### src/rtl/wb_stage_if.sv
// MEM-to-WB handshake: valid/bus from the memory stage, allowin back from write-back.
interface wb_stage_if;
    logic         ms_to_ws_valid;
    logic [154:0] ms_to_ws_bus;
    logic         ws_allowin;

    modport master (output ms_to_ws_valid, output ms_to_ws_bus, input ws_allowin);
    modport slave  (input ms_to_ws_valid, input ms_to_ws_bus, output ws_allowin);
endinterface

### src/rtl/wb_stage.sv
// Write-back stage: retires one instruction per cycle, writes the register file,
// hosts the CP0 subset and commits exceptions/ERET as an upstream flush.
module wb_stage #(
    parameter logic [31:0] EX_ENTRY = 32'hbfc00380
) (
    input  logic         clk,
    input  logic         reset,
    wb_stage_if.slave    ms,
    output logic [40:0]  ws_to_rf_bus,
    output logic         ws_valid,
    output logic         ws_handle_ex,
    output logic [31:0]  ws_ex_target,
    output logic         ws_int_pending,
    output logic [31:0]  debug_wb_pc,
    output logic [3:0]   debug_wb_rf_wen,
    output logic [4:0]   debug_wb_rf_wnum,
    output logic [31:0]  debug_wb_rf_wdata
);
    localparam logic [7:0] AddrBadVAddr = 8'h40;
    localparam logic [7:0] AddrCount    = 8'h48;
    localparam logic [7:0] AddrCompare  = 8'h58;
    localparam logic [7:0] AddrStatus   = 8'h60;
    localparam logic [7:0] AddrCause    = 8'h68;
    localparam logic [7:0] AddrEpc      = 8'h70;

    logic         ws_valid_q;
    logic [154:0] bus_q;

    logic        ex, bd, eret, mtc0, res_from_cp0;
    logic [4:0]  exccode, dest;
    logic [31:0] badvaddr, cp0_wdata, final_result, pc;
    logic [7:0]  cp0_addr;
    logic [3:0]  bus_rf_we;

    assign ex           = bus_q[154];
    assign exccode      = bus_q[153:149];
    assign bd           = bus_q[148];
    assign badvaddr     = bus_q[147:116];
    assign eret         = bus_q[115];
    assign mtc0         = bus_q[114];
    assign cp0_addr     = bus_q[113:106];
    assign cp0_wdata    = bus_q[105:74];
    assign res_from_cp0 = bus_q[73];
    assign bus_rf_we    = bus_q[72:69];
    assign dest         = bus_q[68:64];
    assign final_result = bus_q[63:32];
    assign pc           = bus_q[31:0];

    assign ms.ws_allowin = 1'b1;

    always_ff @(posedge clk) begin
        if (reset) begin
            ws_valid_q <= 1'b0;
            bus_q      <= '0;
        end else begin
            // A committing exception/ERET squashes the instruction arriving behind it.
            ws_valid_q <= ms.ms_to_ws_valid && !ws_handle_ex;
            if (ms.ms_to_ws_valid && ms.ws_allowin) begin
                bus_q <= ms.ms_to_ws_bus;
            end
        end
    end

    logic commit_ex, commit_eret, commit_mtc0;
    assign commit_ex   = ws_valid_q && ex;
    assign commit_eret = ws_valid_q && eret && !ex;
    assign commit_mtc0 = ws_valid_q && mtc0 && !ex;

    logic [7:0]  status_im_q;
    logic        status_exl_q, status_ie_q;
    logic        cause_bd_q, cause_ti_q;
    logic [1:0]  cause_ip_q;
    logic [4:0]  cause_exccode_q;
    logic [31:0] epc_q, badvaddr_q, count_q, compare_q;
    logic        tick_q;

    always_ff @(posedge clk) begin
        if (reset) begin
            status_im_q     <= '0;
            status_exl_q    <= 1'b0;
            status_ie_q     <= 1'b0;
            cause_bd_q      <= 1'b0;
            cause_ti_q      <= 1'b0;
            cause_ip_q      <= '0;
            cause_exccode_q <= '0;
            epc_q           <= '0;
            badvaddr_q      <= '0;
            count_q         <= '0;
            compare_q       <= '0;
            tick_q          <= 1'b0;
        end else begin
            tick_q <= ~tick_q;
            if (commit_mtc0 && cp0_addr == AddrCount) begin
                count_q <= cp0_wdata;
            end else if (tick_q) begin
                count_q <= count_q + 32'd1;
            end
            if (commit_mtc0 && cp0_addr == AddrCompare) begin
                compare_q  <= cp0_wdata;
                cause_ti_q <= 1'b0;
            end else if (count_q == compare_q) begin
                cause_ti_q <= 1'b1;
            end
            if (commit_mtc0 && cp0_addr == AddrStatus) begin
                status_im_q  <= cp0_wdata[15:8];
                status_exl_q <= cp0_wdata[1];
                status_ie_q  <= cp0_wdata[0];
            end
            if (commit_mtc0 && cp0_addr == AddrCause) begin
                cause_ip_q <= cp0_wdata[9:8];
            end
            if (commit_mtc0 && cp0_addr == AddrEpc) begin
                epc_q <= cp0_wdata;
            end
            if (commit_eret) begin
                status_exl_q <= 1'b0;
            end
            if (commit_ex) begin
                status_exl_q    <= 1'b1;
                cause_exccode_q <= exccode;
                // Nested exceptions keep the original return point.
                if (!status_exl_q) begin
                    epc_q      <= bd ? pc - 32'd4 : pc;
                    cause_bd_q <= bd;
                end
                if (exccode == 5'h04 || exccode == 5'h05) begin
                    badvaddr_q <= badvaddr;
                end
            end
        end
    end

    logic [31:0] status_word, cause_word, cp0_rdata, rf_wdata;
    logic [3:0]  rf_we;

    assign status_word = {9'b0, 1'b1, 6'b0, status_im_q, 6'b0, status_exl_q, status_ie_q};
    assign cause_word  = {cause_bd_q, cause_ti_q, 14'b0, cause_ti_q, 5'b0, cause_ip_q,
                          1'b0, cause_exccode_q, 2'b0};

    always_comb begin
        cp0_rdata = '0;
        unique case (cp0_addr)
            AddrBadVAddr: cp0_rdata = badvaddr_q;
            AddrCount:    cp0_rdata = count_q;
            AddrCompare:  cp0_rdata = compare_q;
            AddrStatus:   cp0_rdata = status_word;
            AddrCause:    cp0_rdata = cause_word;
            AddrEpc:      cp0_rdata = epc_q;
            default:      cp0_rdata = '0;
        endcase
    end

    assign rf_we    = (ws_valid_q && !ex) ? bus_rf_we : 4'b0;
    assign rf_wdata = res_from_cp0 ? cp0_rdata : final_result;

    assign ws_to_rf_bus      = {rf_we, dest, rf_wdata};
    assign ws_valid          = ws_valid_q;
    assign ws_handle_ex      = ws_valid_q && (ex || eret);
    assign ws_ex_target      = (eret && !ex) ? epc_q : EX_ENTRY;
    assign ws_int_pending    = status_ie_q && !status_exl_q &&
                               |(status_im_q & cause_word[15:8]);
    assign debug_wb_pc       = pc;
    assign debug_wb_rf_wen   = rf_we;
    assign debug_wb_rf_wnum  = dest;
    assign debug_wb_rf_wdata = rf_wdata;
endmodule

### src/flat_wrapper.sv
// flat-port wrapper written by rule: the top's interface ports become plain ports
module wb_stage_flat 
#(
    parameter logic [31:0] EX_ENTRY = 32'hbfc00380
)
  (clk, reset, ws_to_rf_bus, ws_valid, ws_handle_ex, ws_ex_target, ws_int_pending, debug_wb_pc, debug_wb_rf_wen, debug_wb_rf_wnum, debug_wb_rf_wdata, ms_ms_to_ws_valid, ms_ms_to_ws_bus, ms_ws_allowin);
  wb_stage_if ms_i ();
  input  logic clk;
  input  logic reset;
  output logic [40:0] ws_to_rf_bus;
  output logic ws_valid;
  output logic ws_handle_ex;
  output logic [31:0] ws_ex_target;
  output logic ws_int_pending;
  output logic [31:0] debug_wb_pc;
  output logic [3:0] debug_wb_rf_wen;
  output logic [4:0] debug_wb_rf_wnum;
  output logic [31:0] debug_wb_rf_wdata;
  input wire logic [$bits(ms_i.ms_to_ws_valid)-1:0] ms_ms_to_ws_valid;
  input wire logic [$bits(ms_i.ms_to_ws_bus)-1:0] ms_ms_to_ws_bus;
  output wire logic [$bits(ms_i.ws_allowin)-1:0] ms_ws_allowin;
  assign ms_i.ms_to_ws_valid = ms_ms_to_ws_valid;
  assign ms_i.ms_to_ws_bus = ms_ms_to_ws_bus;
  assign ms_ws_allowin = ms_i.ws_allowin;
  wb_stage #(.EX_ENTRY(EX_ENTRY)) u_core (.clk(clk), .reset(reset), .ms(ms_i), .ws_to_rf_bus(ws_to_rf_bus), .ws_valid(ws_valid), .ws_handle_ex(ws_handle_ex), .ws_ex_target(ws_ex_target), .ws_int_pending(ws_int_pending), .debug_wb_pc(debug_wb_pc), .debug_wb_rf_wen(debug_wb_rf_wen), .debug_wb_rf_wnum(debug_wb_rf_wnum), .debug_wb_rf_wdata(debug_wb_rf_wdata));
endmodule
### config.mk
export PLATFORM = sky130hd
export DESIGN_NAME = wb_stage_flat
export DESIGN_NICKNAME = d
export VERILOG_FILES = /design/src/rtl/wb_stage_if.sv /design/src/rtl/wb_stage.sv /design/src/flat_wrapper.sv
export SDC_FILE = /design/constraint.sdc
export NUM_CORES = 1
export LEC_CHECK = 0
export CAP_MARGIN = 20
export CORE_MARGIN = 2
export CORE_UTILIZATION = 56
export DETAILED_ROUTE_END_ITERATION = 8
export PLACE_DENSITY = 0.87
export SLEW_MARGIN = 20
export SYNTH_ARGS = -nofsm -noshare
export SYNTH_HDL_FRONTEND = slang
export SYNTH_SLANG_ARGS = --single-unit
### constraint.sdc
create_clock -name clk -period 6.3 [get_ports clk]
set_input_delay 1.26 -clock clk [delete_from_list [all_inputs] [get_ports clk]]
set_output_delay 1.26 -clock clk [all_outputs]
set_load 0.02 [all_outputs]
==> impl_results.md, run 1 <==
- Status: finished clean
- Post-CTS setup repair buffer count: 0
- Setup TNS: 0 ns
- Fin util: 71.3%
- Tcrit/Tclk final: 82.6%
- Required @ worst endpoint: 5.04 ns
- Crit path kind: reg -> out
- Multi-input logic area: 7530 µm²
- CP max stage cell: nor2_1
- Worst path arrival time: 3.94 ns
- Remaining DRCs: 0
- Clock tree buffer depth: 3
- Hold WC Path Type: reg -> reg
- Slew @ Worst Pin: 1.06 ns
- Post-synthesis instance total: 1752
- DR WL/cell: 22.9 µm
- Die area: 27700 µm²
- Async S/R FF share, synth: 0%
- Switching Fraction: 25.3%
- # diodes: 0
- CP max stage delay: 0.83 ns
- Crit path capture type: output pin
- First-pass GRT wire length: 78600 µm
- Netlist Area Pre-Place: 14800 µm²
- Largest net degree at the start of global routing: 215
- Critical Path Start Type: flip-flop
- Ys flop type: dfxtp_1
- DP Wirelength: 38600 µm
- Hold_buf cts: 0
- Max-slew violations: 0
- DRT antenna net count: 0
- Worst skew pair latency: 0.59 ns
- Yosys synthesis warning count: 0
- CTS tree: built
- RSZ-0062 raised after global routing: false
- Distinct cells, synth: 59
- Sequential cell area: 6090 µm²
- Final wirelength: 51800 µm
- Global Route Usage Sum: 36.1%
- Synth top area share: 41.2%
- CTS sink cnt: 304
- Die W: 167 µm
- Power Dens Cells: 255 nW/µm²
- Max Freq: 0.192 GHz
- Area Overhead vs Synth: 25.4%
- Share of cells above drive strength 1: 5.55%
- NetSw: 0.00120 W
- Initial antenna violation count: 0
- # setup viols final: 0
- Register area share after synthesis: 41.2%
- First-pass DRT Iterations: 6
- Syn_nets: 1912
- Resize count post-CTS: 0
- Cts bufs inserted: 31
- Fillcell total: 1959
- Post-synth EDFFs: 0
- Part of the power in registers: 44.1%
- DRT iter0 DRCs: 1900
- Synth area leader: dfxtp_1
- Fin crit period: 5.20 ns
- Core area: 26000 µm²
- GP Congestion: 1.02
- Combinational power share: 11.8%
- Initial core utilization: 56.9%
- Max VDD drop: 254 µV
- Overall Power: 0.00473 W
- Rows: 59
- Area contributors post-synth: dfxtp_1, mux2i_1, nand2_1
- Detailed-route vias per instance: 5.99
- Max_slew headroom: 29.1%
- H-tree depth: 1
- Hold WS: 0.455 ns
- DR vias: 13563
- Vias in the first global route: 13059
- Final Hold Viols: 0
- Cell Count Post-Placement: 2205
- Reg clk slew, reported paths: 0.06 ns
- Finished Layout Cells: 2263
- Top Ports: 308
- GRT Residual Overflow: 0
- Seq cells post-synth: 304
- Max-cap viol count: 0
- Buffers on Ports: 306
- Leak pwr: 6.73 nW
- Clock share of power: 44.0%
- Critical path cell sequence: or4_1, nor2_1, a22oi_1, o22a_1, o21ai_0, clkdlybuf4s50_1
- Post-layout nets: 2063
- Clock skew: 0.0197 ns
- Internal Power: 0.00353 W
- Critical path peak fanout: 13
- Post-Syn Area per Cell: 8.44 µm²
- Die H: 167 µm
- Root Driver: clkbuf_16
-- Yosys cell counts (20+ instances only) --
cell type  instances
nand2b_1          20
a22oi_1           35
mux2i_1          188
nand2_1          244
and2_1            30
nand4_1           23
xnor2_1           66
a21oi_1          110
inv_1             34
o22ai_1           33
nor2_1           201
xor2_1            23
clkbuf_1         103
nor3_1            29
buf_4             80
dfxtp_1          304
o21ai_0           43
-- path summary, 6_finish.rpt --
path | slack, ns | start | cells past startpoint | end
max | 1.10 | u_core.bus_q[109]$_SDFFE_PP0P_ | 6 | ws_to_rf_bus[10]
max reg2reg | 3.17 | u_core.bus_q[109]$_SDFFE_PP0P_ | 6 | u_core.epc_q[18]$_SDFF_PP0_
min | 0.45 | u_core.bus_q[124]$_SDFFE_PP0P_ | 2 | u_core.badvaddr_q[8]$_SDFFE_PP0P_
min reg2reg | 0.45 | u_core.bus_q[124]$_SDFFE_PP0P_ | 2 | u_core.badvaddr_q[8]$_SDFFE_PP0P_
-- cells in the final DEF, fill, tap and decap left out, types with 29 or more instances in the layout --
cell type        Yosys  layout
inv_1               34      34
xnor2_1             66      66
nor3_1              29      29
o21ai_0             43      43
a21oi_1            110     110
mux2i_1            188     188
o22ai_1             33      33
a22oi_1             35      35
clkbuf_16            0      31
clkdlybuf4s50_1      0     304
nand2_1            244     243
and2_1              30      30
nor2_1             201     200
dfxtp_1            304     304
-- worst max-delay path, delay by kind of cell (launching register included) --
kind | cells | cell delay (ns)
AND/OR/NAND/NOR | 2 | 1.43
flip-flops | 1 | 0.44
buffers and inverters | 1 | 0.71
AO/OA/AOI/OAI | 3 | 0.76
-- power groups by stage --
| stage | Sequential (W) | Combinational (W) | Clock [W] |
|---|---|---|---|
| 4_1_cts | 0.00208 | 0.000556 | 0.00209 |
| 2_1_floorplan | 0.00207 | 0.000349 | 0 |
| 6_report | 0.00209 | 0.000559 | 0.00208 |
| 3_5_place_dp | 0.00212 | 0.000552 | 0 |
| 5_1_grt | 0.00209 | 0.000595 | 0.00216 |
| 3_3_place_gp | 0.00212 | 0.000542 | 0 |
-- flip-flops by register name, indices dropped and copies added, names as in the netlist --
signal,cells
u_core.badvaddr_q,32
u_core.bus_q,155
u_core.cause_bd_q,1
u_core.cause_exccode_q,5
u_core.cause_ip_q,2
u_core.cause_ti_q,1
u_core.compare_q,32
u_core.count_q,32
u_core.epc_q,32
u_core.status_exl_q,1
u_core.status_ie_q,1
u_core.status_im_q,8
u_core.tick_q,1
u_core.ws_valid,1
-- layout make-up --
type | count | share of cell area (%)
repair buffers | 321 | 17.3
clock inverters | 18 | 1.61
flip-flops and latches | 304 | 32.8
well taps | 335 | 2.26
clock buffers | 40 | 4.69
multi-input cells | 1211 | 40.6
inverters | 34 | 0.688
-- cells by family after synthesis --
| kind of cell | after synthesis | synth area share (%) |
|---|---|---|
| adder cells (fa/ha/maj) | 2 | 0.169 |
| multiplexers | 197 | 13.4 |
| flip-flops | 304 | 41.2 |
| AO/OA/AOI/OAI | 291 | 12.4 |
| buffers and inverters | 237 | 8.12 |
| AND/OR/NAND/NOR | 631 | 19.5 |
| XOR/XNOR | 89 | 5.27 |
| other | 1 | 0.0254 |
-- metrics by stage --
stage | instance area [µm²] | worst slack, ns
2_1_floorplan | 14800 | 2.63
3_3_place_gp | 17300 | 1.76
3_5_place_dp | 17400 | 1.83
4_1_cts | 18500 | 1.21
5_1_grt | 18500 | 0.959
6_report | 18500 | 1.10
-- layer usage --
layer	up-vias	share of wire, %	wire length, µm	global-route usage [%]
met3	123	9.2	4780	6.37
met2	699	46	23700	58.6
met4	0	4.6	2370	14.2
met1	6489	40	20900	47.9
met5	-	0	0	0
li1	6252	-	-	-
Note: power is estimated with default switching activity, not from simulation.
==> inputs of run 2 (changes only) <==
Settings changed: CORE_UTILIZATION 56 to 52, PLACE_DENSITY 0.87 to 0.82.
Clock period 6.3 ns to 5.3 ns, I/O delays scaled along.
==> impl_results.md, run 2 (synthesis gave the netlist of run 1 again) <==
- Fin util: 66.5%
- NetSw: 0.00140 W
- Die W: 173 µm
- Vias in the first global route: 12818
- Root Driver: clkbuf_16
- Max reg flops: 155
- Clock skew: 0.0126 ns
- Hold_buf cts: 0
- Power Dens Cells: 292 nW/µm²
- Worst path most repeated cell: a21oi_1
- Critical Path Start Type: flip-flop
- Buffers on Ports: 306
- Remaining DRCs: 0
- Post-layout nets: 2072
- RSZ-0062 raised after global routing: false
- CTS sink cnt: 304
- Switching Fraction: 25.9%
- Initial core utilization: 53.1%
- Global Route Usage Sum: 34.0%
- First-pass DRT Iterations: 6
- Post-CTS setup repair buffer count: 0
- Resize count post-CTS: 0
- Worst Path Buf+Inv: 2
- Max VDD drop: 226 µV
- Die H: 173 µm
- Crit path kind: reg -> out
- DRT antenna net count: 0
- Critical path cell sequence: buf_4, and2_1, a21oi_1, a31oi_1, a21oi_1, o22ai_1, clkdlybuf4s50_1
- Combinational power share: 12.4%
- DP Wirelength: 39300 µm
- CTS tree: built
- Reg clk slew, reported paths: 0.06 ns
- Max Freq: 0.212 GHz
- Clock tree buffer depth: 3
- Required @ worst endpoint: 4.24 ns
- Area Overhead vs Synth: 25.3%
- Tcrit/Tclk final: 89.0%
- Initial antenna violation count: 1
- Fillcell total: 2252
- CP max stage cell: dfxtp_1
- DRT iter0 DRCs: 1593
- Status: finished clean
- Share of cells above drive strength 1: 5.53%
- Final wirelength: 52900 µm
- Most frequent cells in the layout: clkdlybuf4s50_1, dfxtp_1, nand2_1
- GP Congestion: 0.975
- Cts bufs inserted: 34
- H-tree depth: 2
- # setup viols final: 0
- Max-slew violations: 0
- Clock share of power: 41.6%
- Cell Count Post-Placement: 2254
- Internal Power: 0.00400 W
- Fin crit period: 4.72 ns
- Critical path peak fanout: 20
- Die area: 29800 µm²
- Crit path capture type: output pin
- Worst skew pair latency: 0.51 ns
- Core area: 27900 µm²
- DR vias: 13662
- DR WL/cell: 22.9 µm
- Overall Power: 0.00540 W
- Max_slew headroom: 30.2%
- Leak pwr: 6.72 nW
- Register bank with the most flops: u_core.bus_q
- Delay-heaviest family, CP: buffers and inverters
- Top Ports: 308
- Rows: 61
- Final Hold Viols: 0
- Finished Layout Cells: 2313
- CP max stage delay: 0.84 ns
- Hold WC Path Type: reg -> reg
- GRT Residual Overflow: 0
- Part of the power in registers: 45.9%
- Detailed-route vias per instance: 5.91
- First-pass GRT wire length: 78900 µm
- Largest net degree at the start of global routing: 173
- Setup TNS: 0 ns
- Slew @ Worst Pin: 1.04 ns
- Max-cap viol count: 0
- Worst path arrival time: 3.66 ns
run 2: cell count changes in the layout (fill, tap and decap cells not counted), sizes merged:
cell      previous run  this run
buf                 15        21
clkbuf              42        48
diode                0         1
clkinv               4         8
clkinvlp             6         2
bufinv               7         1
run 2: routing by layer:
| metal | part of all wire, % | GRT usage, % |
|---|---|---|
| met5 | 0 | 0 |
| met3 | 9.6 | 4.79 |
| met2 | 45 | 54.4 |
| met4 | 4.6 | 13.9 |
| met1 | 41 | 46.3 |
run 2: path summary, 6_finish.rpt:
kind / endpoint / slack, ns / cells after the start / start
hold reg to reg: u_core.badvaddr_q[23]$_SDFFE_PP0P_ / 0.45 / 2 / u_core.bus_q[139]$_SDFFE_PP0P_
setup reg to reg: u_core.count_q[31]$_SDFFE_PP0P_ / 1.97 / 5 / u_core.ws_valid$_SDFF_PP0_
hold / removal: u_core.badvaddr_q[23]$_SDFFE_PP0P_ / 0.45 / 2 / u_core.bus_q[139]$_SDFFE_PP0P_
setup / recovery: ws_to_rf_bus[15] / 0.58 / 7 / u_core.bus_q[111]$_SDFFE_PP0P_
run 2: final cells by class:
| cell class | instances | area [µm²] | share of cell area (%) |
|---|---|---|---|
| antenna | 1 | 2.50 | 0.0135 |
| tap | 378 | 473 | 2.55 |
| sequential | 304 | 6090 | 32.9 |
| clock buffer | 46 | 947 | 5.11 |
| timing repair buffer | 327 | 3250 | 17.6 |
| clock inverter | 12 | 101 | 0.547 |
| inverter | 34 | 128 | 0.689 |
| multi-input combinational | 1211 | 7530 | 40.7 |
run 2: power groups by stage:
| stage | combinational, W | clock [W] | sequential (W) |
|---|---|---|---|
| after floorplan | 0.000415 | 0 | 0.00247 |
| after global placement | 0.000650 | 0 | 0.00252 |
| after detailed placement | 0.000663 | 0 | 0.00252 |
| after CTS | 0.000668 | 0.00227 | 0.00247 |
| after global routing | 0.000711 | 0.00235 | 0.00249 |
| final | 0.000671 | 0.00225 | 0.00248 |
run 2: tightest hold or removal path, cell delays in order, from the launching register on:
cell,delay [ns]
dfxtp_1,0.31
nand2_1,0.05
a21oi_1,0.05
run 2: per-stage QoR:
step / hold slack (ns) / instance area (µm²) / setup slack, ns
3_3_place_gp: 0.436 / 17500 / 1.20
3_5_place_dp: 0.445 / 17500 / 1.18
5_1_grt: 0.467 / 18500 / 0.403
2_1_floorplan: 0.429 / 14800 / 1.83
4_1_cts: 0.451 / 18500 / 0.642
6_report: 0.452 / 18500 / 0.584
